$ cat config.mk
export PLATFORM = sky130hd
export DESIGN_NAME = ct_ifu_predecd_array_ctrl_flat
export DESIGN_NICKNAME = d
export VERILOG_FILES = /design/src/rtl/ct_ifu_predecd_array_ctrl_if.sv /design/src/rtl/ct_ifu_predecd_array_ctrl.sv /design/src/flat_wrapper.sv
export SDC_FILE = /design/constraint.sdc
export NUM_CORES = 1
export LEC_CHECK = 0
export ABC_AREA = 0
export CORE_MARGIN = 1
export CORE_UTILIZATION = 36
export CTS_BUF_LIST = sky130_fd_sc_hd__clkbuf_16
export CTS_CLUSTER_SIZE = 28
export DETAILED_ROUTE_END_ITERATION = 7
export HOLD_SLACK_MARGIN = 0.05
export PLACE_DENSITY_LB_ADDON = 0.08
export SLEW_MARGIN = 0
export SYNTH_ARGS = -nofsm -noshare
export SYNTH_HDL_FRONTEND = slang
export SYNTH_SLANG_ARGS = --single-unit
$ cat constraint.sdc
create_clock -name forever_cpuclk -period 1.6 [get_ports forever_cpuclk]
set_clock_uncertainty 0.1 [all_clocks]
set_input_delay 0.4 -clock forever_cpuclk [delete_from_list [all_inputs] [get_ports forever_cpuclk]]
set_output_delay 0.4 -clock forever_cpuclk [all_outputs]
set_load 0.05 [all_outputs]
$ cat src/rtl/ct_ifu_predecd_array_ctrl_if.sv
// rtl/ct_ifu_predecd_array_ctrl_if.sv - requester, sweep and array-side signals of the predecode array controller
interface ct_ifu_predecd_array_ctrl_if #(
  parameter int INDEX_W = 10,
  parameter int DATA_W  = 32
);
  logic               inv_req;
  logic               inv_busy;
  logic               inv_done;
  logic               refill_vld;
  logic [INDEX_W-1:0] refill_index;
  logic [DATA_W-1:0]  refill_din;
  logic               refill_grant;
  logic               fetch_vld;
  logic [INDEX_W-1:0] fetch_index;
  logic               fetch_grant;
  logic               fetch_dout_vld;
  logic [DATA_W-1:0]  fetch_dout;
  logic               array_cen_b;
  logic               array_wen_b;
  logic               array_clk_en;
  logic [INDEX_W-1:0] array_index;
  logic [DATA_W-1:0]  array_din;
  logic [DATA_W-1:0]  array_dout;

  modport slave (
    input  inv_req, refill_vld, refill_index, refill_din, fetch_vld, fetch_index, array_dout,
    output inv_busy, inv_done, refill_grant, fetch_grant, fetch_dout_vld, fetch_dout,
           array_cen_b, array_wen_b, array_clk_en, array_index, array_din
  );

  modport master (
    output inv_req, refill_vld, refill_index, refill_din, fetch_vld, fetch_index, array_dout,
    input  inv_busy, inv_done, refill_grant, fetch_grant, fetch_dout_vld, fetch_dout,
           array_cen_b, array_wen_b, array_clk_en, array_index, array_din
  );
endinterface

$ cat src/rtl/ct_ifu_predecd_array_ctrl.sv
// rtl/ct_ifu_predecd_array_ctrl.sv - arbitrates refill/fetch/invalidate-sweep access to one predecode SRAM bank
module ct_ifu_predecd_array_ctrl #(
  parameter int INDEX_W = 10,
  parameter int DATA_W  = 32
) (
  input  logic                         forever_cpuclk,
  input  logic                         cpurst,
  ct_ifu_predecd_array_ctrl_if.slave   bus
);
  localparam logic [0:0] ST_IDLE  = 1'b0;
  localparam logic [0:0] ST_SWEEP = 1'b1;

  logic [0:0]         state;
  logic [INDEX_W-1:0] sweep_cnt;
  logic [1:0]         streak;
  logic               fair_ovr;
  logic               rd_q;
  logic               cen_b_q;
  logic               wen_b_q;
  logic               clk_en_q;
  logic [INDEX_W-1:0] index_q;
  logic [DATA_W-1:0]  din_q;
  logic               dout_vld_q;
  logic               done_q;

  logic arb_ok;
  logic fetch_first;
  logic refill_gnt;
  logic fetch_gnt;
  logic sweep_step;
  logic sweep_last;

  // fair_ovr is armed by the fourth back-to-back refill grant and lets fetch win once
  always_comb begin
    arb_ok      = (state == ST_IDLE) && !bus.inv_req;
    fetch_first = fair_ovr && bus.fetch_vld;
    refill_gnt  = arb_ok && bus.refill_vld && !fetch_first;
    fetch_gnt   = arb_ok && bus.fetch_vld && !refill_gnt;
    sweep_step  = (state == ST_SWEEP);
    sweep_last  = sweep_step && (sweep_cnt == {INDEX_W{1'b1}});
  end

  always_ff @(posedge forever_cpuclk) begin
    if (cpurst) begin
      state      <= ST_IDLE;
      sweep_cnt  <= '0;
      streak     <= 2'd0;
      fair_ovr   <= 1'b0;
      rd_q       <= 1'b0;
      cen_b_q    <= 1'b1;
      wen_b_q    <= 1'b1;
      clk_en_q   <= 1'b0;
      index_q    <= '0;
      din_q      <= '0;
      dout_vld_q <= 1'b0;
      done_q     <= 1'b0;
    end else begin
      case (state)
        ST_IDLE: begin
          if (bus.inv_req) begin
            state     <= ST_SWEEP;
            sweep_cnt <= '0;
          end
        end
        default: begin
          sweep_cnt <= sweep_cnt + 1'b1;
          if (sweep_last) state <= ST_IDLE;
        end
      endcase

      done_q <= sweep_last;

      if (!arb_ok || fetch_gnt || !bus.fetch_vld) streak <= 2'd0;
      else if (refill_gnt)                        streak <= streak + 2'd1;
      fair_ovr <= refill_gnt && bus.fetch_vld && (streak == 2'd3);

      // Index and din keep their last values on idle cycles to avoid toggling the array pins
      if (sweep_step) begin
        {cen_b_q, wen_b_q, clk_en_q} <= 3'b001;
        index_q <= sweep_cnt;
        din_q   <= '0;
        rd_q    <= 1'b0;
      end else if (refill_gnt) begin
        {cen_b_q, wen_b_q, clk_en_q} <= 3'b001;
        index_q <= bus.refill_index;
        din_q   <= bus.refill_din;
        rd_q    <= 1'b0;
      end else if (fetch_gnt) begin
        {cen_b_q, wen_b_q, clk_en_q} <= 3'b011;
        index_q <= bus.fetch_index;
        rd_q    <= 1'b1;
      end else begin
        {cen_b_q, wen_b_q, clk_en_q} <= 3'b110;
        rd_q    <= 1'b0;
      end

      dout_vld_q <= rd_q;
    end
  end

  assign bus.refill_grant   = refill_gnt;
  assign bus.fetch_grant    = fetch_gnt;
  assign bus.inv_busy       = (state == ST_SWEEP);
  assign bus.inv_done       = done_q;
  assign bus.array_cen_b    = cen_b_q;
  assign bus.array_wen_b    = wen_b_q;
  assign bus.array_clk_en   = clk_en_q;
  assign bus.array_index    = index_q;
  assign bus.array_din      = din_q;
  assign bus.fetch_dout_vld = dout_vld_q;
  assign bus.fetch_dout     = bus.array_dout;
endmodule
$ cat src/flat_wrapper.sv
// flat-port wrapper written by rule: the top's interface ports become plain ports
module ct_ifu_predecd_array_ctrl_flat 
#(
  parameter int INDEX_W = 10,
  parameter int DATA_W  = 32
)
  (forever_cpuclk, cpurst, bus_inv_req, bus_refill_vld, bus_refill_index, bus_refill_din, bus_fetch_vld, bus_fetch_index, bus_array_dout, bus_inv_busy, bus_inv_done, bus_refill_grant, bus_fetch_grant, bus_fetch_dout_vld, bus_fetch_dout, bus_array_cen_b, bus_array_wen_b, bus_array_clk_en, bus_array_index, bus_array_din);
  ct_ifu_predecd_array_ctrl_if #(.INDEX_W(INDEX_W), .DATA_W(DATA_W)) bus_i ();
  input  logic forever_cpuclk;
  input  logic cpurst;
  input wire logic [$bits(bus_i.inv_req)-1:0] bus_inv_req;
  input wire logic [$bits(bus_i.refill_vld)-1:0] bus_refill_vld;
  input wire logic [$bits(bus_i.refill_index)-1:0] bus_refill_index;
  input wire logic [$bits(bus_i.refill_din)-1:0] bus_refill_din;
  input wire logic [$bits(bus_i.fetch_vld)-1:0] bus_fetch_vld;
  input wire logic [$bits(bus_i.fetch_index)-1:0] bus_fetch_index;
  input wire logic [$bits(bus_i.array_dout)-1:0] bus_array_dout;
  output wire logic [$bits(bus_i.inv_busy)-1:0] bus_inv_busy;
  output wire logic [$bits(bus_i.inv_done)-1:0] bus_inv_done;
  output wire logic [$bits(bus_i.refill_grant)-1:0] bus_refill_grant;
  output wire logic [$bits(bus_i.fetch_grant)-1:0] bus_fetch_grant;
  output wire logic [$bits(bus_i.fetch_dout_vld)-1:0] bus_fetch_dout_vld;
  output wire logic [$bits(bus_i.fetch_dout)-1:0] bus_fetch_dout;
  output wire logic [$bits(bus_i.array_cen_b)-1:0] bus_array_cen_b;
  output wire logic [$bits(bus_i.array_wen_b)-1:0] bus_array_wen_b;
  output wire logic [$bits(bus_i.array_clk_en)-1:0] bus_array_clk_en;
  output wire logic [$bits(bus_i.array_index)-1:0] bus_array_index;
  output wire logic [$bits(bus_i.array_din)-1:0] bus_array_din;
  assign bus_i.inv_req = bus_inv_req;
  assign bus_i.refill_vld = bus_refill_vld;
  assign bus_i.refill_index = bus_refill_index;
  assign bus_i.refill_din = bus_refill_din;
  assign bus_i.fetch_vld = bus_fetch_vld;
  assign bus_i.fetch_index = bus_fetch_index;
  assign bus_i.array_dout = bus_array_dout;
  assign bus_inv_busy = bus_i.inv_busy;
  assign bus_inv_done = bus_i.inv_done;
  assign bus_refill_grant = bus_i.refill_grant;
  assign bus_fetch_grant = bus_i.fetch_grant;
  assign bus_fetch_dout_vld = bus_i.fetch_dout_vld;
  assign bus_fetch_dout = bus_i.fetch_dout;
  assign bus_array_cen_b = bus_i.array_cen_b;
  assign bus_array_wen_b = bus_i.array_wen_b;
  assign bus_array_clk_en = bus_i.array_clk_en;
  assign bus_array_index = bus_i.array_index;
  assign bus_array_din = bus_i.array_din;
  ct_ifu_predecd_array_ctrl #(.INDEX_W(INDEX_W), .DATA_W(DATA_W)) u_core (.forever_cpuclk(forever_cpuclk), .cpurst(cpurst), .bus(bus_i));
endmodule
==> impl_metrics.py, run 1 <==
metrics = {
    "hold_path": {
        "worstHoldPathType": "register to register",
        "min_to": "u_core.streak[0]",
        "whs_path_depth": 1,
        "hp-start": "u_core.streak[0]",
    },
    "critical_path": {
        "r2r_slack_ps": 60,
        "crit_arrival_ps": 1170,
        "crit_family": "simple AND/OR/NAND/NOR gates",
        "slowest_stage": "dfxtp_4",
        "critPathBufInv": 1,
        "worst_r2r_endpoint": "u_core.bus.array_index[7]",
        "cpPeakStageDelay_ps": 350,
        "worstPathRequired_ps": 1100,
        "crit_fanout": 3,
        "endpoint_kind": "output pin",
        "reg2reg_depth": 5,
        "critPathKind": "register to output pin",
        "r2r_start": "u_core.bus.inv_busy",
        "critPathLaunchType": "register",
        "crit_chain": "nor2_4 > and3_4 > buf_12",
    },
    "power_and_ir_drop": {
        "pwr-share-clk_pct": 43.6,
        "p_comb_share_pct": 17.3,
        "ir_worst_vdd_uv": 539,
        "power_density_nw_per_um2": 935,
        "internal_power_mw": 3.16,
        "p_sw_mw": 1.04,
        "sw_frac_of_total_pct": 24.7,
        "power_frac_seq_pct": 39.1,
        "p_leak_nw": 1.75,
    },
    "timing": {
        "hold_violations": 0,
        "layout_min_cycle_time_ps": 1670,
        "worst_pin_slew_ps": 349,
        "fin_ws_ps": -71.5,
        "period_share_pct": 104,
        "max_freq_mhz": 598,
        "setup_viol": 2,
        "slew_headroom_pct": 76.8,
        "slew_viol_final": 0,
        "timing.setup.tns_ps": -112,
        "worst_hold_slack_ps": 344,
        "rsz0062_at_grt": "true",
    },
    "layout": {
        "syn_to_final_growth_pct": 71.5,
        "n_antenna_cell": 0,
        "drive_gt1_share_pct": 23.3,
        "fin_nets": 489,
    },
    "clock_network": {
        "h-tree-depth": 3,
        "clk_latency_ps": 320,
        "clkTransAtPathRegs_ps": 50,
        "cts_root_buf": "clkbuf_16",
        "cts_tree": "done",
        "cts_buffer_depth": 2,
        "numCtsBuffers": 9,
        "cts.sinks": 62,
        "ctsHoldBuffers": 0,
    },
    "route": {
        "drtIter0Drc": 56,
        "dr.pass1.iters": 4,
        "drc": 0,
        "antenna_left": 0,
        "routed_via_density": 4.67,
        "vias": 2328,
        "totalWireLength_um": 6720,
        "wire_per_inst_um": 13.5,
    },
    "global_routing": {
        "antenna_found_initial": 0,
        "grt_max_degree": 33,
        "grtUsageTotal_pct": 18.5,
        "grt_pass1_wl_um": 10600,
        "grt-ovfl-total": 0,
        "grt_pass1_vias": 2239,
    },
    "floorplanning": {
        "die_x_um": 87.3,
        "ios": 171,
        "die_h_um": 87.3,
        "core_sq_um": 6910,
        "initial_core_util_pct": 37.9,
        "die-area_sq_um": 7610,
        "rows": 30,
    },
    "place": {
        "dp_slack_ps": -420,
        "finalWeightedCongestion": 0.773,
        "dp_hpwl_um": 5030,
        "port_buffers": 106,
    },
    "outcome": {
        "violations": "negative setup slack",
        "status": "finished, violations left",
    },
    "synthesis": {
        "syn_area_per_cell_sq_um": 8.55,
        "ys_types": 40,
        "synth_seq_cells": 62,
        "synth_ff_type": "dfxtp_1",
        "yosys_warnings": 0,
        "synth_area_sq_um": 2620,
        "ys_seq_area_share_pct": 47.4,
        "synth_top_cell_by_area": "dfxtp_1",
        "synth_edf_count": 0,
        "yosys-top-cells-count": "nand2_1, dfxtp_1, a21oi_1",
        "yosysMostFrequentCell": "nand2_1",
        "synth_top_area_share_pct": 47.4,
        "syn_nets": 397,
        "async_reset_ff_share_pct": 0,
        "synth.area.top_cells": "dfxtp_1, nand2_1, buf_4",
        "netlist_instances": 306,
    },
    "flow_run": {
        "max_cap_viol_count": 0,
    },
}
==> power by group through the flow <==
| stage | registers (mW) | clock network [mW] | logic [mW] |
|---|---|---|---|
| 2_1_floorplan | 1.80 | 0 | 0.380 |
| 3_3_place_gp | 1.68 | 0 | 0.711 |
| 3_5_place_dp | 1.68 | 0 | 0.714 |
| 4_1_cts | 1.64 | 1.87 | 0.734 |
| 5_1_grt | 1.65 | 1.93 | 0.770 |
| 6_report | 1.64 | 1.83 | 0.728 |
==> per-layer routing <==
layer,GRT usage [%],vias to the layer above,share of wire [%]
met5,0,-,0
met4,9.54,0,1.7
met3,8.34,15,9.7
met2,30.0,79,48
met1,20.5,1052,40
li1,-,1182,-
==> registers in the layout, summed over array words and instances (netlist names) <==
| signal | flops |
|---|---|
| u_core.bus.array_din | 32 |
| u_core.bus.array_index | 10 |
| u_core.sweep_cnt | 10 |
| u_core.streak | 2 |
| u_core.bus.array_cen_b | 1 |
| u_core.bus.array_clk_en | 1 |
| u_core.bus.array_wen_b | 1 |
| u_core.bus.fetch_dout_vld | 1 |
| u_core.bus.inv_busy | 1 |
| u_core.bus.inv_done | 1 |
| u_core.fair_ovr | 1 |
| u_core.rd_q | 1 |
==> timing repair <==
| action | CTS | global route |
|---|---|---|
| pin swaps | 3 | 2 |
| gates resized for setup | 7 | 3 |
| setup buffers | 4 | 0 |
| endpoints found under the setup margin | 13 | 4 |
==> final cells by class <==
class	count	area (sq um)
sequential	62	1240
clock inverter	7	57.6
inverter	3	13.8
clock buffer	9	225
fill	600	2420
timing repair buffer	130	1770
tap	96	120
multi-input combinational	192	1060
==> worst max path at each step <==
stage	cells past startpoint	startpoint	to
6_report	3	u_core.bus.inv_busy	bus_fetch_grant
4_1_cts	3	u_core.bus.inv_busy	bus_fetch_grant
3_5_place_dp	6	bus_inv_req	u_core.bus.array_index[7]
3_3_place_gp	5	bus_inv_req	bus_refill_grant
2_1_floorplan	5	u_core.bus.inv_busy	bus_refill_grant
5_1_grt	3	u_core.bus.inv_busy	bus_fetch_grant
==> placed cells by master, fill, tap and decap left out, types with 2 or more instances in the layout <==
cell type / instances
a21o_1: 3
a21oi_1: 37
a22oi_1: 7
a32o_1: 2
and2_1: 3
buf_12: 52
buf_4: 21
clkbuf_16: 9
clkdlybuf4s15_1: 2
clkdlybuf4s50_1: 53
clkinv_1: 2
dfxtp_1: 61
ha_1: 2
inv_1: 4
mux2i_1: 9
nand2_1: 73
nand3_1: 4
nand4_1: 2
nor2_1: 10
nor3b_1: 4
o211ai_1: 2
o21ai_0: 7
o41ai_1: 2
or3_1: 4
xor2_1: 4
==> through the flow <==
stage | instance area (sq um) | power (mW) | utilization [%] | cells
floorplan | 2630 | 2.18 | - | 306
global placement | 4150 | 2.39 | 60.1 | 479
detailed placement | 4150 | 2.39 | 60.1 | 479
CTS | 4480 | 4.25 | 64.9 | 499
global route | 4490 | 4.34 | 65.0 | 499
finish | 4490 | 4.20 | 65.0 | 499
==> kinds of logic after synthesis <==
| group | Yosys count | share of synthesized area [%] |
|---|---|---|
| AO/OA/AOI/OAI | 64 | 14.5 |
| XOR/XNOR | 5 | 1.67 |
| adder cells (fa/ha/maj) | 2 | 0.956 |
| buffers and inverters | 52 | 12.8 |
| flip-flops | 62 | 47.4 |
| multiplexers | 9 | 3.44 |
| AND/OR/NAND/NOR | 112 | 19.2 |
Note: power is estimated with default switching activity, not from simulation.
==> run 2, diff against run 1 <==
- RECOVER_POWER: default -> 25
==> results of run 2 <==
The final DEF is identical to that of run 1; final timing and power are the same.
==> run 3, diff against run 2 <==
--- a/config.mk
+++ b/config.mk
@@ -8,6 +8,6 @@
 export ABC_AREA = 0
 export CORE_MARGIN = 1
-export CORE_UTILIZATION = 36
-export CTS_BUF_LIST = sky130_fd_sc_hd__clkbuf_16
+export CORE_UTILIZATION = 37
+export CTS_BUF_LIST = sky130_fd_sc_hd__clkbuf_8
 export CTS_CLUSTER_SIZE = 28
 export DETAILED_ROUTE_END_ITERATION = 7
==> constraint.sdc (replaced) <==
create_clock -name forever_cpuclk -period 1.6 [get_ports forever_cpuclk]
set_clock_uncertainty 0.1 [all_clocks]
set_input_delay 0.32 -clock forever_cpuclk [delete_from_list [all_inputs] [get_ports forever_cpuclk]]
set_output_delay 0.32 -clock forever_cpuclk [all_outputs]
set_load 0.05 [all_outputs]
==> run 3 against run 2 <==
Fmax fell by 0.21%. Setup slack got worse by 3.5 ps. The flow still finishes with violations (negative setup slack). Highest routed layer unchanged. Critical endpoint unchanged. First-iteration DRC count rose by 140%. Via count rose by 2.0%. Routed wire length rose by 0.80%.
==> impl_metrics.py, run 3 (synthesis results as in run 1) <==
metrics = {
    "outcome": {
        "status": "finished, violations left",
        "violations": "negative setup slack",
    },
    "timing": {
        "slew_viol_final": 0,
        "layout_min_cycle_time_ps": 1670,
        "period_share_pct": 105,
        "slew_headroom_pct": 63.8,
        "fin_ws_ps": -75.0,
        "hold_violations": 0,
        "setup_viol": 7,
        "timing.setup.tns_ps": -217,
        "max_freq_mhz": 597,
        "worst_pin_slew_ps": 543,
        "rsz0062_at_grt": "true",
        "worst_hold_slack_ps": 345,
    },
    "place": {
        "finalWeightedCongestion": 0.730,
        "dp_cells": 478,
        "placed_cell_area_sq_um": 4130,
        "dp_hpwl_um": 4930,
        "port_buffers": 106,
    },
    "power_and_ir_drop": {
        "ir_worst_vdd_uv": 631,
        "power_density_nw_per_um2": 890,
        "p_leak_nw": 1.74,
        "total_power_mw": 3.96,
    },
    "layout": {
        "syn_to_final_growth_pct": 70.2,
        "largest_reg_flops": 32,
        "fin_nets": 492,
        "n_antenna_cell": 0,
        "fin_cells": 502,
        "final_common_cell": "nand2_1",
        "nFillCells": 564,
        "stdcell_area_sq_um": 4450,
        "drive_gt1_share_pct": 24.9,
        "final_cell_mix": "nand2_1, dfxtp_1, clkdlybuf4s50_1, buf_12, a21oi_1",
    },
    "critical_path": {
        "crit_family": "flip-flops",
        "r2r_start": "u_core.bus.inv_busy",
        "crit_fanout": 3,
        "critPathLaunchType": "register",
        "crit_arrival_ps": 1250,
        "critPathBufInv": 2,
        "slowest_stage": "dfxtp_4",
        "cpPeakStageDelay_ps": 350,
        "worstPathRequired_ps": 1180,
        "crit_chain": "nor2_4 > buf_6 > and3_4 > buf_12",
        "worst_r2r_endpoint": "u_core.bus.array_index[0]",
        "reg2reg_depth": 4,
        "endpoint_kind": "output pin",
        "r2r_slack_ps": 70,
        "critPathKind": "register to output pin",
    },
    "hold_path": {
        "worstHoldPathType": "register to register",
        "whs_path_depth": 1,
        "min_to": "u_core.streak[0]",
        "hp-start": "u_core.streak[0]",
    },
    "global_routing": {
        "grt_pass1_vias": 2370,
        "antenna_found_initial": 0,
        "grt-ovfl-total": 0,
        "grt_util_met1_pct": 22.8,
        "grtUsageTotal_pct": 19.3,
        "grt.met3_usage_pct": 7.03,
        "grt_pass1_wl_um": 11000,
        "use_met2_pct": 29.4,
        "grt_max_degree": 33,
        "busiest_layer": "met2",
    },
    "clock_network": {
        "cts.sinks": 62,
        "h-tree-depth": 3,
        "cts_tree": "done",
        "cts_root_buf": "clkbuf_8",
        "ctsHoldBuffers": 0,
        "cts_buffer_depth": 2,
        "clk_latency_ps": 340,
        "clkTransAtPathRegs_ps": 70,
        "numCtsBuffers": 9,
    },
    "floorplanning": {
        "initial_core_util_pct": 38.5,
        "rows": 30,
        "ios": 171,
        "die_x_um": 86.1,
        "core_sq_um": 6790,
        "die_h_um": 86.1,
        "die-area_sq_um": 7410,
    },
    "route": {
        "wire_per_inst_um": 13.5,
        "drc": 0,
        "drtIter0Drc": 137,
        "totalWireLength_um": 6780,
        "vias": 2375,
        "dr.pass1.iters": 4,
        "antenna_left": 0,
        "routed_via_density": 4.73,
    },
    "flow_run": {
        "max_cap_viol_count": 0,
    },
}
[run 3: cell types whose count changed in the layout (fill, tap and decap cells not counted), sizes merged]
cell	before	now
clkbuf	9	13
dlygate4sd2	1	3
clkinv	3	1
buf	74	76
clkdlybuf4s15	2	0
clkinvlp	1	0
bufinv	1	2
inv	5	4
[run 3: worst max-delay path by stage]
stage,to,depth (start not counted),from,slack [ps]
after global placement,u_core.bus.array_index[0],5,bus_inv_req,-280
final,bus_fetch_grant,4,u_core.bus.inv_busy,-70
after global routing,bus_fetch_grant,4,u_core.bus.inv_busy,-130
after detailed placement,u_core.bus.array_index[9],5,bus_inv_req,-300
after floorplan,u_core.bus.array_index[7],7,u_core.bus.inv_busy,4
after CTS,bus_fetch_grant,4,u_core.bus.inv_busy,-140
[run 3: final cells by class]
type	instances	area, sq um	area share [%]
Timing Repair Buffer	133	1770	39.8
Sequential cell	62	1240	28.0
Multi-Input combinational cell	192	1070	24.0
Clock buffer	12	165	3.71
Tap cell	96	120	2.70
Clock inverter	4	68.8	1.55
Inverter	3	13.8	0.309
[run 3: worst reg2reg max path: stages, from the launching register on]
cell     delay (ps)
dfxtp_4         350
buf_4           180
buf_4           170
or3_1           370
a32o_1          250
[run 3: through the flow]
step | worst slack [ps] | util (%)
finish | -75.0 | 65.5
global route | -134 | 65.5
CTS | -137 | 65.2
detailed placement | -297 | 60.8
global placement | -285 | 60.8
floorplan | 4.27 | -
[run 3: per-layer routing]
metal / vias to the layer above / part of all wire (%)
met5: - / 0
met4: 0 / 3.0
met3: 28 / 9.2
met2: 83 / 44
met1: 1076 / 44
li1: 1188 / -
[run 3: what timing repair did]
action	in CTS	in global routing
pin swaps	3	1
setup buffers	6	2
endpoints found under the setup margin	2	16
resized for setup	8	3
[run 3: power by group]
| group | internal [mW] | switching (mW) |
|---|---|---|
| logic | 0.388 | 0.344 |
| registers | 1.59 | 0.0464 |
| clock network | 0.997 | 0.596 |
